`config.mk`:
```
export PLATFORM = sky130hd
export DESIGN_NAME = riscv_lsu
export DESIGN_NICKNAME = d
export VERILOG_FILES = /design/src/rtl/riscv_pkg.sv /design/src/rtl/lsu_load_extend.sv /design/src/rtl/riscv_lsu.sv
export SDC_FILE = /design/constraint.sdc
export NUM_CORES = 1
export LEC_CHECK = 0
export BUFFER_PORTS_ARGS = -buffer_cell sky130_fd_sc_hd__buf_2
export CAP_MARGIN = 5
export CORE_AREA = 8 8 142 144
export CTS_BUF_LIST = sky130_fd_sc_hd__clkbuf_16
export CTS_CLUSTER_SIZE = 8
export DETAILED_ROUTE_END_ITERATION = 10
export DIE_AREA = 0 0 150 152
export REMOVE_ABC_BUFFERS = 1
export SYNTH_ARGS = -nofsm -noshare
export SYNTH_HDL_FRONTEND = slang
export SYNTH_HIERARCHICAL = 1
export SYNTH_SLANG_ARGS = --single-unit
```
`constraint.sdc`:
```
create_clock -name clk -period 3.45 [get_ports clk]
set_input_delay 0.345 -clock clk [delete_from_list [all_inputs] [get_ports clk]]
set_output_delay 0.345 -clock clk [all_outputs]
set_load 0.02 [all_outputs]
```
`src/rtl/riscv_pkg.sv`:
```
// Shared RISC-V core definitions: load/store funct3 encodings and LSU state encoding.
// Used by the LSU and by datapath logic that decodes memory instructions.
package riscv_pkg;

  localparam logic [2:0] LS_B  = 3'b000;
  localparam logic [2:0] LS_H  = 3'b001;
  localparam logic [2:0] LS_W  = 3'b010;
  localparam logic [2:0] LS_BU = 3'b100;
  localparam logic [2:0] LS_HU = 3'b101;

  typedef enum logic [1:0] {
    LSU_IDLE = 2'd0,
    LSU_BUS  = 2'd1,
    LSU_RESP = 2'd2
  } lsu_state_e;

endpackage

```
`src/rtl/lsu_load_extend.sv`:
```
// Load extraction: picks the byte or half selected by the address offset, then sign- or zero-extends it.
// Purely combinational, no flow control.
module lsu_load_extend
  import riscv_pkg::*;
(
  input  logic [31:0] rdata,
  input  logic [1:0]  off,
  input  logic [2:0]  ls_type,
  output logic [31:0] result
);

  logic [31:0] shifted;
  logic [7:0]  byte_sel;
  logic [15:0] half_sel;

  always_comb begin
    shifted  = rdata >> {off, 3'b000};
    byte_sel = shifted[7:0];
    half_sel = off[1] ? rdata[31:16] : rdata[15:0];
    case (ls_type)
      LS_B:    result = {{24{byte_sel[7]}}, byte_sel};
      LS_BU:   result = {24'h0, byte_sel};
      LS_H:    result = {{16{half_sel[15]}}, half_sel};
      LS_HU:   result = {16'h0, half_sel};
      default: result = rdata;
    endcase
  end

endmodule

```
`src/rtl/riscv_lsu.sv`:
```
// Load/store unit: one core request -> one valid/ready bus transaction; response 2 cycles after request on a
// zero-wait bus (+1 per wait state, 1 cycle for errors). Stalls the core until the response; bus waits hold mem_* stable.
module riscv_lsu
  import riscv_pkg::*;
#(
  parameter int ADDR_W          = 32,
  parameter int TIMEOUT         = 255,
  parameter int ERR_ON_MISALIGN = 1
) (
  input  logic              clk,
  input  logic              reset,
  input  logic              req_valid,
  input  logic              req_write,
  input  logic [2:0]        req_type,
  input  logic [ADDR_W-1:0] req_addr,
  input  logic [31:0]       req_wdata,
  output logic              stall,
  output logic              rsp_valid,
  output logic [31:0]       rsp_rdata,
  output logic              rsp_err,
  output logic              mem_valid,
  input  logic              mem_ready,
  output logic              mem_we,
  output logic [ADDR_W-1:0] mem_addr,
  output logic [3:0]        mem_wstrb,
  output logic [31:0]       mem_wdata,
  input  logic [31:0]       mem_rdata
);

  localparam int TW = (TIMEOUT < 2) ? 1 : $clog2(TIMEOUT + 1);

  lsu_state_e        state_q, state_d;
  logic [TW-1:0]     timer_q, timer_d;
  logic [ADDR_W-1:0] addr_q, addr_d;
  logic              we_q, we_d;
  logic [3:0]        wstrb_q, wstrb_d;
  logic [31:0]       wdata_q, wdata_d;
  logic [2:0]        type_q, type_d;
  logic [1:0]        off_q, off_d;
  logic [31:0]       rdata_q, rdata_d;
  logic              err_q, err_d;

  logic        illegal, misaligned, is_h, is_w;
  logic [1:0]  off;
  logic [3:0]  strb;
  logic [31:0] steered, ext_rdata;

  lsu_load_extend u_load_extend (
    .rdata   (mem_rdata),
    .off     (off_q),
    .ls_type (type_q),
    .result  (ext_rdata)
  );

  // Decode and lane steering of the incoming request; the offset is already
  // aligned for H/W so relaxed-misalign mode steers as if the low bits were 0.
  always_comb begin
    is_h       = (req_type[1:0] == 2'b01);
    is_w       = (req_type == LS_W);
    illegal    = (req_type == 3'b011) || (req_type[2:1] == 2'b11) || (req_write && req_type[2]);
    misaligned = (is_h && req_addr[0]) || (is_w && (req_addr[1:0] != 2'b00));
    off        = is_w ? 2'b00 : (is_h ? {req_addr[1], 1'b0} : req_addr[1:0]);
    case (req_type)
      LS_B:    begin strb = 4'b0001 << off; steered = {4{req_wdata[7:0]}};  end
      LS_H:    begin strb = 4'b0011 << off; steered = {2{req_wdata[15:0]}}; end
      default: begin strb = 4'b1111;        steered = req_wdata;            end
    endcase
  end

  always_comb begin
    state_d = state_q;
    timer_d = timer_q;
    addr_d  = addr_q;
    we_d    = we_q;
    wstrb_d = wstrb_q;
    wdata_d = wdata_q;
    type_d  = type_q;
    off_d   = off_q;
    rdata_d = rdata_q;
    err_d   = err_q;
    case (state_q)
      LSU_IDLE: begin
        timer_d = '0;
        if (req_valid) begin
          if (illegal || ((ERR_ON_MISALIGN != 0) && misaligned)) begin
            state_d = LSU_RESP;
            err_d   = 1'b1;
            rdata_d = 32'h0;
          end else begin
            state_d = LSU_BUS;
            timer_d = TW'(1);
            addr_d  = {req_addr[ADDR_W-1:2], 2'b00};
            we_d    = req_write;
            wstrb_d = req_write ? strb : 4'b0000;
            wdata_d = req_write ? steered : 32'h0;
            type_d  = req_type;
            off_d   = off;
          end
        end
      end
      LSU_BUS: begin
        // Ready is checked first so a completion on the last allowed cycle is not lost.
        if (mem_ready) begin
          state_d = LSU_RESP;
          err_d   = 1'b0;
          rdata_d = we_q ? 32'h0 : ext_rdata;
        end else if ((TIMEOUT != 0) && (timer_q == TW'(TIMEOUT))) begin
          state_d = LSU_RESP;
          err_d   = 1'b1;
          rdata_d = 32'h0;
        end else if (TIMEOUT != 0) begin
          timer_d = timer_q + TW'(1);
        end
      end
      LSU_RESP: begin
        state_d = LSU_IDLE;
        err_d   = 1'b0;
        rdata_d = 32'h0;
      end
      default: state_d = LSU_IDLE;
    endcase
  end

  always_ff @(posedge clk or negedge reset) begin
    if (!reset) begin
      state_q <= LSU_IDLE;
      timer_q <= '0;
      addr_q  <= '0;
      we_q    <= 1'b0;
      wstrb_q <= 4'b0000;
      wdata_q <= 32'h0;
      type_q  <= 3'b000;
      off_q   <= 2'b00;
      rdata_q <= 32'h0;
      err_q   <= 1'b0;
    end else begin
      state_q <= state_d;
      timer_q <= timer_d;
      addr_q  <= addr_d;
      we_q    <= we_d;
      wstrb_q <= wstrb_d;
      wdata_q <= wdata_d;
      type_q  <= type_d;
      off_q   <= off_d;
      rdata_q <= rdata_d;
      err_q   <= err_d;
    end
  end

  assign mem_valid = (state_q == LSU_BUS);
  assign mem_we    = we_q;
  assign mem_addr  = addr_q;
  assign mem_wstrb = wstrb_q;
  assign mem_wdata = wdata_q;
  assign rsp_valid = (state_q == LSU_RESP);
  assign rsp_rdata = rdata_q;
  assign rsp_err   = err_q;
  // Gated by reset so the core is released immediately when reset asserts.
  assign stall     = reset && req_valid && (state_q != LSU_RESP);

endmodule

```
==> impl_results.md, run 1 <==
- Status: finished clean
- Starting Density: 32.4%
- Final Max Tran Viols: 0
- Post-detailed-routing wire length: 16.7 mm
- GRT Util Overall: 14.7%
- Minimum clock period: 2.47 ns
- Final hold violation count: 0
- Peak supply drop: 440 µV
- Post-synth top area share: 50.0%
- CTS root buffer: clkbuf_16
- Row count: 49
- Critical path class: reg2reg
- Slowest-stage cell, CP: a21o_4
- Pin count of the biggest net entering global routing: 88
- Clk Latency, worst-skew pair: 0.41 ns
- R2r setup slk: 0.98 ns
- Setup TNS: 0 ns
- CTS sink count: 115
- Vias in the first global route: 5048
- Detailed Route Iter0 Violations: 242
- Die width: 150 µm
- Mean Syn Cell Area: 10.7 µm²
- Area Overhead vs Synth: 31.3%
- Setup crit end kind: flip-flop
- Layout Cells excl Fill: 974
- Clock Skew: 0.00599 ns
- DP HPWL: 12.1 mm
- Crit-path cells: inv_1 > ha_1 > nand2_1 > a21o_4 > buf_4 > mux2_4
- Post-CTS Setup Bufs: 0
- Gpl congestion: 0.774
- Top FF cell, synth: dfrtp_1
- Critical Path AT: 2.76 ns
- Post-CTS sizing: 0
- Number of synthesis warnings: 6
- CTS tree: yes
- FF+latch count, synth: 115
- Vias/cell: 4.87
- H-tree Lvls: 4
- Relative slew slack: 31.0%
- Leakage power: 4.00 nW
- First-pass GRT wire length: 26.9 mm
- IO Port Bufs: 206
- Clock transition at the registers of the reported paths: 0.06 ns
- Multi-input logic area: 2640 µm²
- CP Launch Type: flip-flop
- Worst Hold Class: in2async
- Final instance area: 7550 µm²
- Overflow after GRT: 0
- Io pins: 209
- Worst slew pin tran: 1.03 ns
- Tcrit/Tclk final: 71.5%
- Layout net count: 840
- Maxcap violations: 0
- Area of the mapped netlist: 5750 µm²
- Total Die Area: 22800 µm²
- Post-Synthesis Cells: 537
- Post-synth ARST share: 100%
- Critical-path maximum fanout: 87
- Core area: 17800 µm²
- Cell with the most instances after synthesis: dfrtp_1
- Placed Cells: 942
- Area after DPL: 6940 µm²
- Final setup violation count: 0
- DRT Pass-1 Iters: 4
- Largest cells by area after synthesis: dfrtp_1 (50%), mux2_4 (7.8%), nand2_1 (7.4%), a22o_1 (6.2%), mux2i_1 (3.8%)
- Layout cell share with drive strength beyond 1: 40.4%
- Post-CTS Hold Buffers: 0
- Initial antenna violation count: 1
- Commonest cells post-synth: dfrtp_1 (115), nand2_1 (114), o21ai_0 (43)
- Max Buffers Root-to-Sink: 2
- Seq. cell area: 2880 µm²
- Power Dens Cells: 859 nW/µm²
- RSZ-0062 raised after global routing: false
- EDFF count, synth: 0
- Routed length per placed instance: 17.2 µm
- WP data required: 3.74 ns
- Inserted Diodes: 0
- Fillcell total: 1719
- Area leader, netlist: dfrtp_1
- DR vias: 4742
- Post-synth cell types: 52
- Number of antenna-violating nets in the routed design: 0
- Clock buffer count from CTS: 17
- DRC: 0
- Sequential area share after synthesis: 50.0%
- CP max stage delay: 0.70 ns
- Achievable Freq: 406 MHz
- Die Y: 152 µm
power by group:
part	internal, W	switching [W]
registers	0.00180	0.000307
clock network	0.00120	0.000644
logic	0.00101	0.00152
worst max-delay path: cells and delay by family, from the launching register on:
family                   cells  cell delay (ns)
buffers and inverters        2             0.53
adder cells (fa/ha/maj)      1             0.30
AND/OR/NAND/NOR              1             0.11
flip-flops                   1             0.34
multiplexers                 1             0.33
AO/OA/AOI/OAI                1             0.70
worst paths after layout:
path,end,from,cells past startpoint
min in group clk,mem_addr[29],req_addr[29],2
setup / recovery,mem_addr[4],state_q[0],6
hold / removal,rsp_rdata[21],reset,2
max in group asynchronous,mem_wdata[9],reset,2
hold reg to reg,mem_wdata[24],mem_wdata[24],2
setup reg to reg,mem_addr[4],state_q[0],6
per-layer routing:
| layer | vias up | wire length, µm | GRT usage (%) | share of wire, % |
|---|---|---|---|---|
| met5 | - | 13 | 0 | 0.078 |
| met4 | 2 | 109 | 3.43 | 0.65 |
| met3 | 13 | 1640 | 6.21 | 9.8 |
| met2 | 193 | 7470 | 22.1 | 45 |
| met1 | 2248 | 7510 | 19.0 | 45 |
| li1 | 2286 | - | - | - |
cells by family (layout without fill, tap and decap cells):
logic type,Yosys count,count (layout),share of synthesized area (%)
muxes,70,70,15.4
and+or+nand+nor,167,167,12.6
xor gates and xnor gates,2,2,0.304
buffers and inverters,47,254,4.57
other,1,2,0.0652
DFF,115,115,50.0
adders and majority gates,4,4,0.870
AOI/OAI and AO/OA,131,131,16.2
per-stage QoR:
| stage | total power (W) | worst slack, ns | utilization (%) | hold WS [ns] |
|---|---|---|---|---|
| after floorplan | 0.00376 | -0.211 | - | 0.0494 |
| after global placement | 0.00467 | 0.983 | 39.0 | 0.458 |
| after detailed placement | 0.00469 | 0.934 | 39.0 | 0.466 |
| after CTS | 0.00658 | 0.964 | 42.5 | 0.133 |
| after global routing | 0.00691 | 0.772 | 42.5 | 0.134 |
| final | 0.00649 | 0.984 | 42.5 | 0.109 |
cell usage in the layout (no fill, tap or decap), drive strengths merged, types with 2 or more instances in the layout:
cell type    n
mux2i       22
buf        216
o211ai      11
a21oi        7
conb         2
inv         10
nor2b        7
o21ai       43
nand4        2
nand2      116
nand3        7
clkinv       4
a22oi        8
bufinv       4
mux2        47
clkbuf      17
o31ai        3
clkinvlp     3
a221o        2
a22o        41
ha           4
or3          2
nor2        20
a31oi        3
o21bai       3
dfrtp      115
nand2b       5
state kept, by name, indices dropped and copies added, names as in the netlist:
register and flops:
off_q 2, state_q 2, rsp_rdata 32, rsp_err 1, type_q 3, mem_we 1, mem_wstrb 4, mem_addr 30
mem_wdata 32, timer_q 8
layout make-up:
| type | instances | area share (%) |
|---|---|---|
| Sequential cell | 115 | 38.1 |
| Inverter | 6 | 0.298 |
| Tap cell | 229 | 3.79 |
| Clock buffer | 17 | 5.63 |
| Clock inverter | 15 | 2.52 |
| Timing Repair Buffer | 216 | 14.7 |
| Multi-Input combinational cell | 376 | 35.0 |
Power figures use the tool's default switching activity.
==> run 2, diff against run 1 <==
--- a/config.mk
+++ b/config.mk
@@ -5,13 +5,14 @@
 export SDC_FILE = /design/constraint.sdc
 export NUM_CORES = 1
 export LEC_CHECK = 0
+export ABC_AREA = 1
 export BUFFER_PORTS_ARGS = -buffer_cell sky130_fd_sc_hd__buf_2
 export CAP_MARGIN = 5
-export CORE_AREA = 8 8 142 144
+export CORE_AREA = 8 8 148 150
 export CTS_BUF_LIST = sky130_fd_sc_hd__clkbuf_16
 export CTS_CLUSTER_SIZE = 8
 export DETAILED_ROUTE_END_ITERATION = 10
-export DIE_AREA = 0 0 150 152
+export DIE_AREA = 0 0 156 158
 export REMOVE_ABC_BUFFERS = 1
 export SYNTH_ARGS = -nofsm -noshare
 export SYNTH_HDL_FRONTEND = slang
==> constraint.sdc (replaced) <==
create_clock -name clk -period 2.2 [get_ports clk]
set_input_delay 0.22 -clock clk [delete_from_list [all_inputs] [get_ports clk]]
set_output_delay 0.22 -clock clk [all_outputs]
set_load 0.02 [all_outputs]
==> impl_results.md, run 2 <==
- Status: finished clean
- Final worst setup slack: 0.326 ns
- Pin count of the biggest net entering global routing: 116
- Largest cells by area after synthesis: dfrtp_1 (46%), nand2_1 (22%), nand3_1 (6.1%), inv_1 (4.5%), nor2_1 (3.9%)
- Post-CTS sizing: 0
- Leading cell type in the layout, fill and taps excluded: nand2_1
- Achievable Freq: 534 MHz
- Sw Ratio: 43.5%
- Tcrit/Tclk final: 85.2%
- CP Launch Type: flip-flop
- Critical path class: reg2reg
- GRT Util Overall: 16.7%
- Inserted Diodes: 0
- Internal: 0.00623 W
- DRT Pass-1 Iters: 5
- Layout net count: 1210
- First-pass GRT wire length: 32.5 mm
- Final hold violation count: 0
- DP HPWL: 14.3 mm
- Metal-1 WL: 9.16 mm
- Slowest-stage cell, CP: dfrtp_1
- Comb pwr share: 43.9%
- CTS sink count: 115
- CP max stage delay: 0.39 ns
- Overflow after GRT: 0
- Sequential area share after synthesis: 45.7%
- EDFF count, synth: 0
- Routed length per placed instance: 14.7 µm
- Area leader, netlist: dfrtp_1
- Psw: 0.00480 W
- DR vias: 6336
- FF+latch count, synth: 115
- Worst Hold Class: in2reg
- Post-synth cell types: 27
- Vias in the first global route: 6266
- CP dominant cell by count: nand2_1
- Crit-path cells: ha_1 > nand2_1 > nor2_1 > nand2_1 > a21oi_2 > nand3_1 > buf_4 > nand2_1 > nand2_1
- Layout cell share with drive strength beyond 1: 27.4%
- Row count: 52
- Core area: 19700 µm²
- Initial antenna violation count: 0
- Power Dens Cells: 1300 nW/µm²
- Critical Path AT: 2.18 ns
- Post-detailed-routing wire length: 20.3 mm
- Cell with the most instances after synthesis: nand2_1
- Starting Density: 31.9%
- H-tree Lvls: 4
- Top FF cell, synth: dfrtp_1
- DRC: 0
- Post-place setup slack: 0.351 ns
- Commonest non-fill, non-tap cells in the layout: nand2_1 (361), buf_2 (205), dfrtp_1 (115), nand3_1 (77), inv_1 (75)
- Worst path top cell family by delay: simple AND/OR/NAND/NOR gates
- RSZ-0062 raised after global routing: false
- Detailed Route Iter0 Violations: 339
- CTS root buffer: clkbuf_16
- Post-Synthesis Cells: 876
- CTS tree: yes
- Worst path bufs/invs: 1
- Final core occ: 43.2%
- Mean Syn Cell Area: 7.18 µm²
- Layout Cells excl Fill: 1385
- Final Max Tran Viols: 0
- Placed Cells: 1324
- Total Die Area: 24600 µm²
- Leakage power: 4.92 nW
- Critical-path maximum fanout: 33
- Area Overhead vs Synth: 35.3%
- Crit path depth: 9
- WP data required: 2.50 ns
- Clock Power Share: 26.4%
- Hold path depth: 3
- Vias/cell: 4.57
- Clock buffer count from CTS: 17
- IO Port Bufs: 206
- Worst slew pin tran: 0.663 ns
- Clk Latency, worst-skew pair: 0.42 ns
- Die width: 156 µm
- Final instance area: 8510 µm²
- Final setup violation count: 0
- Die Y: 158 µm
- Peak supply drop: 726 µV
- Minimum clock period: 1.87 ns
- Commonest cells post-synth: nand2_1 (361), dfrtp_1 (115), nand3_1 (77)
- Clock Skew: 0.00845 ns
- Post-synth ARST share: 100%
- Max layer used: met4
- Maxcap violations: 0
- Gpl congestion: 0.856
- Post-synth top area share: 45.7%
- Seq pwr share: 29.7%
- Area after DPL: 7600 µm²
- Clock transition at the registers of the reported paths: 0.06 ns
- Number of synthesis warnings: 6
- Number of antenna-violating nets in the routed design: 0
- Worst R2R Path Depth: 9
- Setup crit end kind: flip-flop
- Area of the mapped netlist: 6290 µm²
- DR WL met2: 8.90 mm
- DR WL met3: 2.14 mm
- Io pins: 209
- Relative slew slack: 55.8%
- Max Buffers Root-to-Sink: 2
-- run 2: changes by cell type after synthesis, sizes merged, moves of 18 or more --
cell,previous run,this run
nor2,20,69
inv,6,77
mux2,47,0
a22o,41,0
nand2,116,364
nand3,7,97
mux2i,22,0
or2,1,19
-- run 2: stage by stage --
step	TNS [ns]	hold WS [ns]	total power [W]
after floorplan	-70.66	-0.0756	0.00632
after global placement	0	0.404	0.00809
after detailed placement	0	0.407	0.00815
after CTS	0	0.000487	0.0112
after global routing	0	0.00463	0.0119
final	0	0.0198	0.0110
-- run 2: power by group through the flow --
stage | combinational (W) | sequential, W | clock (W)
floorplan | 0.00218 | 0.00414 | 0
global placement | 0.00480 | 0.00329 | 0
detailed placement | 0.00487 | 0.00328 | 0
CTS | 0.00491 | 0.00328 | 0.00300
global route | 0.00542 | 0.00339 | 0.00309
finish | 0.00484 | 0.00328 | 0.00291
-- run 2: layout make-up --
class	count	area, µm²
Clock buffer	17	425
Fill cell	2057	11200
Multi-Input combinational cell	640	2890
Tap cell	270	338
Clock inverter	15	198
Inverter	77	289
Timing Repair Buffer	251	1490
Sequential cell	115	2880
-- run 2: cells by family (layout without fill, tap and decap cells) --
logic type                 count (synthesis)  count (layout)  synth area share [%]
and+or+nand+nor                          570             570                  39.6
buffers and inverters                    122             360                  8.57
DFF                                      115             115                  45.7
AOI/OAI and AO/OA                         63              63                  5.09
adders and majority gates                  4               4                 0.795
other                                      1               2                0.0596
xor gates and xnor gates                   1               1                 0.139
-- run 2: worst reg2reg max path, stage by stage (launching register included) --
cell and delay (ns):
dfrtp_1 0.39, ha_1 0.18, nand2_1 0.09, nor2_1 0.13, nand2_1 0.11, a21oi_2 0.31
nand3_1 0.12, buf_4 0.26, nand2_1 0.12, nand2_1 0.05
-- run 2: final timing paths --
kind | endpoint | startpoint | slack [ns]
setup / recovery | rsp_rdata[16] | timer_q[0] | 0.33
hold / removal | mem_addr[8] | req_addr[8] | 0.02
setup reg to reg | rsp_rdata[16] | timer_q[0] | 0.33
hold reg to reg | rsp_rdata[1] | rsp_rdata[1] | 0.46
max in group asynchronous | mem_addr[6] | reset | 1.14
min in group asynchronous | mem_wdata[18] | reset | 0.52
-- run 2: repair_timing --
| action | CTS | global route |
|---|---|---|
| buffers inserted | 0 | 0 |
| hold buffers | 29 | 0 |
| endpoints found under the hold margin | 143 | 0 |
-- run 2: layer usage --
layer  global-route usage (%)  vias up
met5                        0        -
met4                     4.34        0
met3                     7.45        9
met2                     25.9      236
met1                     20.6     2901
li1                         -     3190
